$ cat src/rtl/proc_pkg.sv
// Shared datapath widths, control-word layout and ALU op encodings for the
// ID/EX pipeline slice.
package proc_pkg;

  localparam int unsigned N      = 32;
  localparam int unsigned REG_AW = 5;
  localparam int unsigned CTRL_W = 9;

  // Bit index of mem_read inside the control word; must match ctrl_t below.
  localparam int unsigned CTRL_MEM_READ = 3;

  typedef enum logic [3:0] {
    ALU_ADD  = 4'h0,
    ALU_SUB  = 4'h1,
    ALU_AND  = 4'h2,
    ALU_OR   = 4'h3,
    ALU_XOR  = 4'h4,
    ALU_SLL  = 4'h5,
    ALU_SRL  = 4'h6,
    ALU_SRA  = 4'h7,
    ALU_SLT  = 4'h8,
    ALU_SLTU = 4'h9
  } alu_op_e;

  typedef struct packed {
    alu_op_e alu_op;
    logic    alu_src;
    logic    mem_read;
    logic    mem_write;
    logic    reg_write;
    logic    mem_to_reg;
  } ctrl_t;

endpackage

$ cat src/rtl/id_ex_stage_if.sv
// ID-side inputs, WB bypass, pipeline control and EX-side outputs of the
// ID->EX register, grouped as one bundle.
interface id_ex_stage_if #(
  parameter int unsigned N      = proc_pkg::N,
  parameter int unsigned REG_AW = proc_pkg::REG_AW,
  parameter int unsigned CNT_W  = 16
);
  localparam int unsigned CTRL_W = proc_pkg::CTRL_W;

  logic              id_valid;
  logic [N-1:0]      id_pc;
  logic [N-1:0]      id_imm;
  logic [REG_AW-1:0] id_rs1;
  logic [REG_AW-1:0] id_rs2;
  logic [REG_AW-1:0] id_rd;
  logic [N-1:0]      id_rdata1;
  logic [N-1:0]      id_rdata2;
  logic [CTRL_W-1:0] id_ctrl;
  logic              wb_reg_write;
  logic [REG_AW-1:0] wb_rd;
  logic [N-1:0]      wb_data;
  logic              flush;
  logic              ex_stall;
  logic              id_stall;
  logic              ex_valid;
  logic [N-1:0]      ex_pc;
  logic [N-1:0]      ex_imm;
  logic [REG_AW-1:0] ex_rs1;
  logic [REG_AW-1:0] ex_rs2;
  logic [REG_AW-1:0] ex_rd;
  logic [N-1:0]      ex_op_a;
  logic [N-1:0]      ex_op_b;
  logic [CTRL_W-1:0] ex_ctrl;
  logic [CNT_W-1:0]  bubble_count;

  modport master (
    output id_valid, id_pc, id_imm, id_rs1, id_rs2, id_rd, id_rdata1, id_rdata2,
           id_ctrl, wb_reg_write, wb_rd, wb_data, flush, ex_stall,
    input  id_stall, ex_valid, ex_pc, ex_imm, ex_rs1, ex_rs2, ex_rd,
           ex_op_a, ex_op_b, ex_ctrl, bubble_count
  );

  modport slave (
    input  id_valid, id_pc, id_imm, id_rs1, id_rs2, id_rd, id_rdata1, id_rdata2,
           id_ctrl, wb_reg_write, wb_rd, wb_data, flush, ex_stall,
    output id_stall, ex_valid, ex_pc, ex_imm, ex_rs1, ex_rs2, ex_rd,
           ex_op_a, ex_op_b, ex_ctrl, bubble_count
  );

endinterface

$ cat src/rtl/load_use_detect.sv
// Load-use hazard compare: ID consumes a register that the load in EX has
// not produced yet.
module load_use_detect #(
  parameter int unsigned REG_AW = 5
) (
  input  logic              id_valid,
  input  logic [REG_AW-1:0] id_rs1,
  input  logic [REG_AW-1:0] id_rs2,
  input  logic              ex_valid,
  input  logic              ex_mem_read,
  input  logic [REG_AW-1:0] ex_rd,
  output logic              hazard
);

  assign hazard = id_valid && ex_valid && ex_mem_read && (ex_rd != '0) &&
                  ((ex_rd == id_rs1) || (ex_rd == id_rs2));

endmodule

$ cat src/rtl/id_ex_stage.sv
// ID->EX pipeline register with WB->ID bypass, load-use stall/bubble insertion
// and a saturating bubble counter.
module id_ex_stage #(
  parameter int unsigned N      = proc_pkg::N,
  parameter int unsigned REG_AW = proc_pkg::REG_AW,
  parameter int unsigned CNT_W  = 16
) (
  input logic          clk,
  input logic          rst,
  id_ex_stage_if.slave bus
);
  localparam int unsigned CTRL_W = proc_pkg::CTRL_W;

  logic              ex_valid;
  logic [N-1:0]      ex_pc;
  logic [N-1:0]      ex_imm;
  logic [REG_AW-1:0] ex_rs1;
  logic [REG_AW-1:0] ex_rs2;
  logic [REG_AW-1:0] ex_rd;
  logic [N-1:0]      ex_op_a;
  logic [N-1:0]      ex_op_b;
  logic [CTRL_W-1:0] ex_ctrl;
  logic [CNT_W-1:0]  bubble_count;

  logic              hazard;
  logic              wb_live;
  logic [N-1:0]      op_a;
  logic [N-1:0]      op_b;

  load_use_detect #(.REG_AW(REG_AW)) u_load_use_detect (
    .id_valid    (bus.id_valid),
    .id_rs1      (bus.id_rs1),
    .id_rs2      (bus.id_rs2),
    .ex_valid    (ex_valid),
    .ex_mem_read (ex_ctrl[proc_pkg::CTRL_MEM_READ]),
    .ex_rd       (ex_rd),
    .hazard      (hazard)
  );

  assign bus.id_stall = hazard | bus.ex_stall;
  assign wb_live      = bus.wb_reg_write && (bus.wb_rd != '0);

  always_comb begin
    op_a = bus.id_rdata1;
    if (bus.id_rs1 == '0)
      op_a = '0;
    else if (bus.wb_reg_write && (bus.wb_rd == bus.id_rs1))
      op_a = bus.wb_data;
  end

  always_comb begin
    op_b = bus.id_rdata2;
    if (bus.id_rs2 == '0)
      op_b = '0;
    else if (bus.wb_reg_write && (bus.wb_rd == bus.id_rs2))
      op_b = bus.wb_data;
  end

  always_ff @(posedge clk or posedge rst) begin
    if (rst) begin
      ex_valid     <= 1'b0;
      ex_pc        <= '0;
      ex_imm       <= '0;
      ex_rs1       <= '0;
      ex_rs2       <= '0;
      ex_rd        <= '0;
      ex_op_a      <= '0;
      ex_op_b      <= '0;
      ex_ctrl      <= '0;
      bubble_count <= '0;
    end else if (bus.flush) begin
      ex_valid <= 1'b0;
      ex_ctrl  <= '0;
    end else if (bus.ex_stall) begin
      // A held instruction must still see results retiring underneath it.
      if (ex_valid && wb_live && (bus.wb_rd == ex_rs1))
        ex_op_a <= bus.wb_data;
      if (ex_valid && wb_live && (bus.wb_rd == ex_rs2))
        ex_op_b <= bus.wb_data;
    end else if (hazard) begin
      ex_valid <= 1'b0;
      ex_ctrl  <= '0;
      if (bubble_count != '1)
        bubble_count <= bubble_count + CNT_W'(1);
    end else begin
      ex_valid <= bus.id_valid;
      ex_ctrl  <= bus.id_valid ? bus.id_ctrl : '0;
      ex_pc    <= bus.id_pc;
      ex_imm   <= bus.id_imm;
      ex_rs1   <= bus.id_rs1;
      ex_rs2   <= bus.id_rs2;
      ex_rd    <= bus.id_rd;
      ex_op_a  <= op_a;
      ex_op_b  <= op_b;
    end
  end

  assign bus.ex_valid     = ex_valid;
  assign bus.ex_pc        = ex_pc;
  assign bus.ex_imm       = ex_imm;
  assign bus.ex_rs1       = ex_rs1;
  assign bus.ex_rs2       = ex_rs2;
  assign bus.ex_rd        = ex_rd;
  assign bus.ex_op_a      = ex_op_a;
  assign bus.ex_op_b      = ex_op_b;
  assign bus.ex_ctrl      = ex_ctrl;
  assign bus.bubble_count = bubble_count;

endmodule
$ cat src/flat_wrapper.sv
// flat-port wrapper written by rule: the top's interface ports become plain ports
module id_ex_stage_flat 
#(
  parameter int unsigned N      = proc_pkg::N,
  parameter int unsigned REG_AW = proc_pkg::REG_AW,
  parameter int unsigned CNT_W  = 16
)
  (clk, rst, bus_id_valid, bus_id_pc, bus_id_imm, bus_id_rs1, bus_id_rs2, bus_id_rd, bus_id_rdata1, bus_id_rdata2, bus_id_ctrl, bus_wb_reg_write, bus_wb_rd, bus_wb_data, bus_flush, bus_ex_stall, bus_id_stall, bus_ex_valid, bus_ex_pc, bus_ex_imm, bus_ex_rs1, bus_ex_rs2, bus_ex_rd, bus_ex_op_a, bus_ex_op_b, bus_ex_ctrl, bus_bubble_count);
  id_ex_stage_if #(.N(N), .REG_AW(REG_AW), .CNT_W(CNT_W)) bus_i ();
  input logic clk;
  input logic rst;
  input wire logic [$bits(bus_i.id_valid)-1:0] bus_id_valid;
  input wire logic [$bits(bus_i.id_pc)-1:0] bus_id_pc;
  input wire logic [$bits(bus_i.id_imm)-1:0] bus_id_imm;
  input wire logic [$bits(bus_i.id_rs1)-1:0] bus_id_rs1;
  input wire logic [$bits(bus_i.id_rs2)-1:0] bus_id_rs2;
  input wire logic [$bits(bus_i.id_rd)-1:0] bus_id_rd;
  input wire logic [$bits(bus_i.id_rdata1)-1:0] bus_id_rdata1;
  input wire logic [$bits(bus_i.id_rdata2)-1:0] bus_id_rdata2;
  input wire logic [$bits(bus_i.id_ctrl)-1:0] bus_id_ctrl;
  input wire logic [$bits(bus_i.wb_reg_write)-1:0] bus_wb_reg_write;
  input wire logic [$bits(bus_i.wb_rd)-1:0] bus_wb_rd;
  input wire logic [$bits(bus_i.wb_data)-1:0] bus_wb_data;
  input wire logic [$bits(bus_i.flush)-1:0] bus_flush;
  input wire logic [$bits(bus_i.ex_stall)-1:0] bus_ex_stall;
  output wire logic [$bits(bus_i.id_stall)-1:0] bus_id_stall;
  output wire logic [$bits(bus_i.ex_valid)-1:0] bus_ex_valid;
  output wire logic [$bits(bus_i.ex_pc)-1:0] bus_ex_pc;
  output wire logic [$bits(bus_i.ex_imm)-1:0] bus_ex_imm;
  output wire logic [$bits(bus_i.ex_rs1)-1:0] bus_ex_rs1;
  output wire logic [$bits(bus_i.ex_rs2)-1:0] bus_ex_rs2;
  output wire logic [$bits(bus_i.ex_rd)-1:0] bus_ex_rd;
  output wire logic [$bits(bus_i.ex_op_a)-1:0] bus_ex_op_a;
  output wire logic [$bits(bus_i.ex_op_b)-1:0] bus_ex_op_b;
  output wire logic [$bits(bus_i.ex_ctrl)-1:0] bus_ex_ctrl;
  output wire logic [$bits(bus_i.bubble_count)-1:0] bus_bubble_count;
  assign bus_i.id_valid = bus_id_valid;
  assign bus_i.id_pc = bus_id_pc;
  assign bus_i.id_imm = bus_id_imm;
  assign bus_i.id_rs1 = bus_id_rs1;
  assign bus_i.id_rs2 = bus_id_rs2;
  assign bus_i.id_rd = bus_id_rd;
  assign bus_i.id_rdata1 = bus_id_rdata1;
  assign bus_i.id_rdata2 = bus_id_rdata2;
  assign bus_i.id_ctrl = bus_id_ctrl;
  assign bus_i.wb_reg_write = bus_wb_reg_write;
  assign bus_i.wb_rd = bus_wb_rd;
  assign bus_i.wb_data = bus_wb_data;
  assign bus_i.flush = bus_flush;
  assign bus_i.ex_stall = bus_ex_stall;
  assign bus_id_stall = bus_i.id_stall;
  assign bus_ex_valid = bus_i.ex_valid;
  assign bus_ex_pc = bus_i.ex_pc;
  assign bus_ex_imm = bus_i.ex_imm;
  assign bus_ex_rs1 = bus_i.ex_rs1;
  assign bus_ex_rs2 = bus_i.ex_rs2;
  assign bus_ex_rd = bus_i.ex_rd;
  assign bus_ex_op_a = bus_i.ex_op_a;
  assign bus_ex_op_b = bus_i.ex_op_b;
  assign bus_ex_ctrl = bus_i.ex_ctrl;
  assign bus_bubble_count = bus_i.bubble_count;
  id_ex_stage #(.N(N), .REG_AW(REG_AW), .CNT_W(CNT_W)) u_core (.clk(clk), .rst(rst), .bus(bus_i));
endmodule
$ cat config.mk
export PLATFORM = sky130hd
export DESIGN_NAME = id_ex_stage_flat
export DESIGN_NICKNAME = d
export VERILOG_FILES = /design/src/rtl/proc_pkg.sv /design/src/rtl/id_ex_stage_if.sv /design/src/rtl/load_use_detect.sv /design/src/rtl/id_ex_stage.sv /design/src/flat_wrapper.sv
export SDC_FILE = /design/constraint.sdc
export NUM_CORES = 1
export LEC_CHECK = 0
export CAP_MARGIN = 20
export CORE_AREA = 2 2 143 145
export CTS_BUF_LIST = sky130_fd_sc_hd__clkbuf_8
export CTS_CLUSTER_DIAMETER = 200
export CTS_CLUSTER_SIZE = 20
export DETAILED_ROUTE_END_ITERATION = 10
export DIE_AREA = 0 0 145 147
export PLACE_DENSITY = 0.79
export SYNTH_ARGS = -nofsm -noshare
export SYNTH_HDL_FRONTEND = slang
export SYNTH_SLANG_ARGS = --single-unit
$ cat constraint.sdc
create_clock -name clk -period 11.9 [get_ports clk]
set_input_delay 2.38 -clock clk [delete_from_list [all_inputs] [get_ports clk]]
set_output_delay 2.38 -clock clk [all_outputs]
set_load 0.01 [all_outputs]
; ---- Word level (Yosys, flattened, before mapping)
; Cells that the tools add are included.
; W data, S select, Z words.
[op_classes]
add_sub_neg = 1
eq_ne = 11
muxes = 17
n_bitwise = 4
reduce_logical = 19
[ops]
columns = op, count
row1 = $mux W32, 10
row2 = $mux W9, 4
row3 = $eq A5 B5 Y1, 6
row4 = $add A16 B1 Y16 const B, 1
row5 = $ne A16 B16 Y1 const B, 1
row6 = $logic_and A1 B1 Y1, 10
row7 = $logic_not A5 Y1, 2
row8 = $reduce_bool A5 Y1, 2
row9 = $reduce_and A3 Y1, 3
row10 = $ne A2 B1 Y1 const B, 2
row11 = $ne A2 B2 Y1 const B, 2
row12 = $reduce_and A4 Y1, 1
row13 = $mux W1, 3
row14 = $not A1 Y1, 3
row15 = $logic_or A1 B1 Y1, 1
row16 = $or A1 B1 Y1, 1
[word_totals]
ff_bits = 169
in_bits = 195
output_inout_bits = 170
elab_cells = 62

; ---- Depth between registers and ports, before layout
[logic_depth]
word_depth = 7
mapped_depth = 8
mapped_depth_nobuf = 6

; ---- By module
; From an unflattened synthesis, not the netlist that was laid out.
[hier_totals]
hier_cells = 903
hier_area_um2 = 9380.2
[modules_own_cells]
columns = mod, n_inst, cells_per_inst, area_each_um2, seq_area_each_um2
row1 = id_ex_stage, 1, 886, 9251.4, 4229.1
row2 = load_use_detect, 1, 17, 128.9, 0.0

; ---- Least setup slack after synthesis
; Ideal clock, no wire load.
[synth_path]
path_kind = input to output
from = in bus_id_rs1[4]
to = out bus_id_stall
t_arrival_ns = 3.525
t_required_ns = 9.520
setup_slack_ns = 5.995
path_stages = 6
n_path_buf = 1
cell_sequence = xnor2_1 nand3_1 o22a_1 nor2_1 buf_2 or2_2
[synth_via]
elab_chain_cells = 4
[synth_rtl]
columns = element, line_no
row1 = start: declaration, flat_wrapper.sv:15  ; input wire logic [$bits(bus_i.id_rs1)-1:0] bus_id_rs1;
row2 = $eq A5 B5 Y1, load_use_detect.sv:16  ; ((ex_rd == id_rs1) || (ex_rd == id_rs2));
row3 = $logic_or A1 B1 Y1, load_use_detect.sv:16
row4 = $logic_and A1 B1 Y1, load_use_detect.sv:15  ; assign hazard = id_valid && ex_valid && ex_mem_read && (ex_rd != '0) &&
row5 = $or A1 B1 Y1, id_ex_stage.sv:40  ; assign bus.id_stall = hazard | bus.ex_stall;
row6 = end: declaration, flat_wrapper.sv:26  ; output wire logic [$bits(bus_i.id_stall)-1:0] bus_id_stall;
; No other way between the ends.

; ---- Final worst setup path
[layout_path]
from = in bus_id_rs1[2]
to = out bus_id_stall
; Same word-level chain as after synthesis.

==> results list <==
* Initial core utilization: 41.1%
* Period utilisation layout: 58.2%
- Each instance of the synthesized netlist takes up on average 11.2 um^2.
- Entering global routing, the biggest net connects 104 pins.
- The HPWL after detailed placement is 19200 um.
- Net count, final: 1259
- Number of setup violations in the final report: 0
- Number of max-slew violations in the final report: 0
- Die footprint: 0.0213 mm^2
- H-tree depth: 4
* Total Neg Setup Slack: 0 ps
- After layout, the minimum clock period comes to 6930 ps.
* Total power: 1620 uW
- Worst Setup SP: bus_id_rs1[2]
* First-iteration detailed-routing DRC count: 389
* Static leakage: 0.00467 uW
- The filler cells instantiated in the layout total 1596.
* Actual transition at the worst max-transition pin: 1040 ps
- Number of buffers created by CTS: 17
- In this run, post-CTS repair resized a total of 0 instances.
* Area grow syn2layout: 49.9%
- CTS tree: done
* Power per unit of standard cell area: 133 mW/mm^2
- Main area contributors after synthesis: sky130_fd_sc_hd__dfrtp_1 52%, sky130_fd_sc_hd__mux2_2 11%, sky130_fd_sc_hd__nand3_1 8.8%
- The share of total power dissipated in sequential elements is 44.1%.
- When the netlist entered floorplanning its net count stood at 926.
- End point of the most critical hold path: u_core.bus.ex_ctrl[2]$_DFFE_PP0P_
* CTS Buffer Depth: 2
* Internal: 1120 uW
- Die Ht: 147 um
* Count of warnings emitted by yosys: 0
* Fmax: 144 MHz
* Buffers added on ports: 364
- Horizontal extent of the die: 145 um
* Clock insertion delay at the later pin of the skew report: 460 ps
- Initial DRT Pass Iterations: 4
* Total number of vias: 7442
* Total number of clock tree sinks: 169
- The count of nets left with antenna violations once routing finished came out at 0.
- Most frequent standard cell in the layout excluding fill and tap cells: sky130_fd_sc_hd__clkdlybuf4s50_1
- The worst hold path begins at u_core.bus.ex_ctrl[2]$_DFFE_PP0P_.
- Combinational power share: 30.9%
- Worst min path class: reg -> reg
* Detailed-route DRC error count: 0
- The worst setup path is captured at a primary output.
- Setup clock skew after layout: 17.5 ps
* Fraction of final layout cells with drive strength greater than 1: 13.8%
- Tightest slew margin relative to the limit: 30.4%
- In the layout the commonest cells are 363 x sky130_fd_sc_hd__clkdlybuf4s50_1, 169 x sky130_fd_sc_hd__dfrtp_1, 144 x sky130_fd_sc_hd__nand3_1.
- In this run the register-to-register setup slack is 9350 ps.
- The worst register-to-register path ends at u_core.bus.ex_op_b[25]$_DFFE_PP0P_.
- Number of antenna violations at the first check in global routing: 1
- The run finished with clean final reports.
* Total Routed Length: 27200 um
- Along the worst hold path, the cell count comes to 1.
- For this design, the CTS-stage hold fixing added 0 buffers.
* Total overflow reported by the global router: 0
* Critical path data arrival time: 4550 ps
- Number of cells traversed by the worst register-to-register path: 6
- The worst setup path is launched from a primary input.
- Number of maximum-capacitance violations: 0
- Switching Fraction: 30.9%
- Clock-pin slew of the registers on the worst-case setup and hold paths: 90 ps
- Number of buffers inserted by post-CTS setup repair: 0
- Number of failing hold endpoints at the final stage: 0
- Fraction of the yosys area taken by sequential cells: 51.8%
- Netlist Area Pre-Place: 0.00816 mm^2
* Via density per instance: 5.53
- 365 I/O pins were placed.
* Post-synth top area share: 51.8%
- Cell type with the highest aggregate area in the netlist: sky130_fd_sc_hd__dfrtp_1
- Summed over all nets, the switching power comes to 502 uW.
- Wire length of the first global-routing pass: 42300 um
- Core Region: 0.0198 mm^2
* Post-detailed-route wirelength per cell: 20.2 um
- Vias in the first global route: 7495
- Counting every instance in the synthesized netlist gives 730.
* Worst-path maximum fanout: 16
- Counting distinct cell types in the post-synthesis netlist gives 37.
* Row count: 52
* Relative contribution of the clock network to total power: 25.1%
- Reg2reg start: u_core.bus.ex_rd[1]$_DFFE_PP0P_
* Peak VDD IR: 0.0000712 V
* Overall fraction of global-route tracks in use: 25.3%
- Root Buffer Master: sky130_fd_sc_hd__clkbuf_8
- Required time of the critical path: 9520 ps
- Gpl congestion: 0.886
- Setup repair after global routing left no endpoint under its margin.
- Worst setup path class: in -> out
- The synthesized design contains 169 register bits.
==> power groups by stage <==
stage | Combinational [uW] | Sequential, uW | Clock [uW]
2_1_floorplan | 177 | 762 | 0
3_3_place_gp | 498 | 723 | 0
3_5_place_dp | 502 | 727 | 0
4_1_cts | 506 | 716 | 421
5_1_grt | 534 | 727 | 439
6_report | 501 | 716 | 407
==> sequential cells by signal, indices dropped and copies added, names as in the netlist <==
name                     count
u_core.bus.bubble_count     16
u_core.bus.ex_imm           32
u_core.bus.ex_op_b          32
u_core.bus.ex_ctrl           9
u_core.bus.ex_op_a          32
u_core.bus.ex_rs2            5
u_core.bus.ex_pc            32
u_core.bus.ex_valid          1
u_core.bus.ex_rs1            5
u_core.bus.ex_rd             5
==> synth_stat cells <==
cell	instances
sky130_fd_sc_hd__dfrtp_1	169
sky130_fd_sc_hd__nand3_1	144
sky130_fd_sc_hd__mux2_2	81
sky130_fd_sc_hd__nor2_1	71
sky130_fd_sc_hd__a41oi_1	52
sky130_fd_sc_hd__nand2_1	43
sky130_fd_sc_hd__xnor2_1	30
sky130_fd_sc_hd__clkbuf_1	29
sky130_fd_sc_hd__buf_6	14
sky130_fd_sc_hd__xor2_1	14
sky130_fd_sc_hd__a41oi_2	12
sky130_fd_sc_hd__buf_2	11
sky130_fd_sc_hd__a32o_1	9
sky130_fd_sc_hd__and3_1	7
sky130_fd_sc_hd__nand4_1	7
sky130_fd_sc_hd__nor3_1	7
sky130_fd_sc_hd__buf_4	5
sky130_fd_sc_hd__a21oi_1	2
sky130_fd_sc_hd__nand3_4	2
sky130_fd_sc_hd__nand4_2	2
sky130_fd_sc_hd__nor4_1	2
sky130_fd_sc_hd__or4_1	2
sky130_fd_sc_hd__a22o_1	1
sky130_fd_sc_hd__and4_1	1
sky130_fd_sc_hd__buf_8	1
sky130_fd_sc_hd__ha_1	1
sky130_fd_sc_hd__inv_1	1
sky130_fd_sc_hd__nand2_4	1
sky130_fd_sc_hd__nand2_8	1
sky130_fd_sc_hd__nor2_2	1
sky130_fd_sc_hd__nor2b_1	1
sky130_fd_sc_hd__nor3b_1	1
sky130_fd_sc_hd__o2111a_1	1
sky130_fd_sc_hd__o2111ai_2	1
sky130_fd_sc_hd__o221ai_4	1
sky130_fd_sc_hd__o22a_1	1
sky130_fd_sc_hd__or2_2	1
==> kinds of logic (layout without fill, tap and decap cells) <==
kind of cell    Yosys count  in the layout  share of synthesized area (%)
xor+xnor                 44             44                           4.72
mux                      81             81                           11.2
flops                   169            169                           51.8
fa+ha+maj                 1              1                          0.153
buf+inv                  61            406                           4.63
other cells               0              1                              0
compound gates           80             80                           10.1
simple gates            294            294                           17.5
==> layer usage <==
layer  vias to the layer above  track usage [%]  wire (um)
met5                         -                0          0
met4                         0             7.28        417
met3                        33             9.13       2730
met2                       391             42.8      13600
met1                      3683             30.6      10400
li1                       3335                -          -
==> cell type report <==
cell class              instances  area (um^2)  share of cell area (%)
flip-flops and latches        169         4230                    34.6
repair buffers                374         3710                    30.4
multi-input cells             500         3570                    29.2
well taps                     270          338                    2.76
clock buffers                  17          234                    1.91
clock inverters                14          138                    1.12
inverters                       1         8.76                  0.0716
diodes                          1         2.50                  0.0205
==> how the worst max path moves through the flow <==
stage / endpoint / cells past startpoint
final: bus_id_stall / 8
after global routing: bus_id_stall / 8
after CTS: bus_id_stall / 8
after detailed placement: bus_id_stall / 8
after global placement: bus_id_stall / 8
after floorplan: u_core.bus.bubble_count[0]$_DFFE_PP0P_ / 1
==> worst max-delay path: stages <==
cell	delay [ps]
sky130_fd_sc_hd__clkdlybuf4s50_1	560
sky130_fd_sc_hd__xnor2_1	150
sky130_fd_sc_hd__nand3_1	170
sky130_fd_sc_hd__o22a_1	260
sky130_fd_sc_hd__nor2_1	110
sky130_fd_sc_hd__buf_4	230
sky130_fd_sc_hd__or2_2	140
sky130_fd_sc_hd__clkdlybuf4s50_1	540
==> stage by stage <==
step,util [%],hold slack [ps],area [um^2],worst slack (ps),std cells
6_report,61.7,503,12200,4970,1346
4_1_cts,61.6,505,12200,4970,1345
3_3_place_gp,59.8,475,11900,5020,1314
5_1_grt,61.7,511,12200,4860,1346
2_1_floorplan,-,508,8160,4940,730
3_5_place_dp,59.8,484,11900,4970,1314
Note: power is estimated with default switching activity, not from simulation.
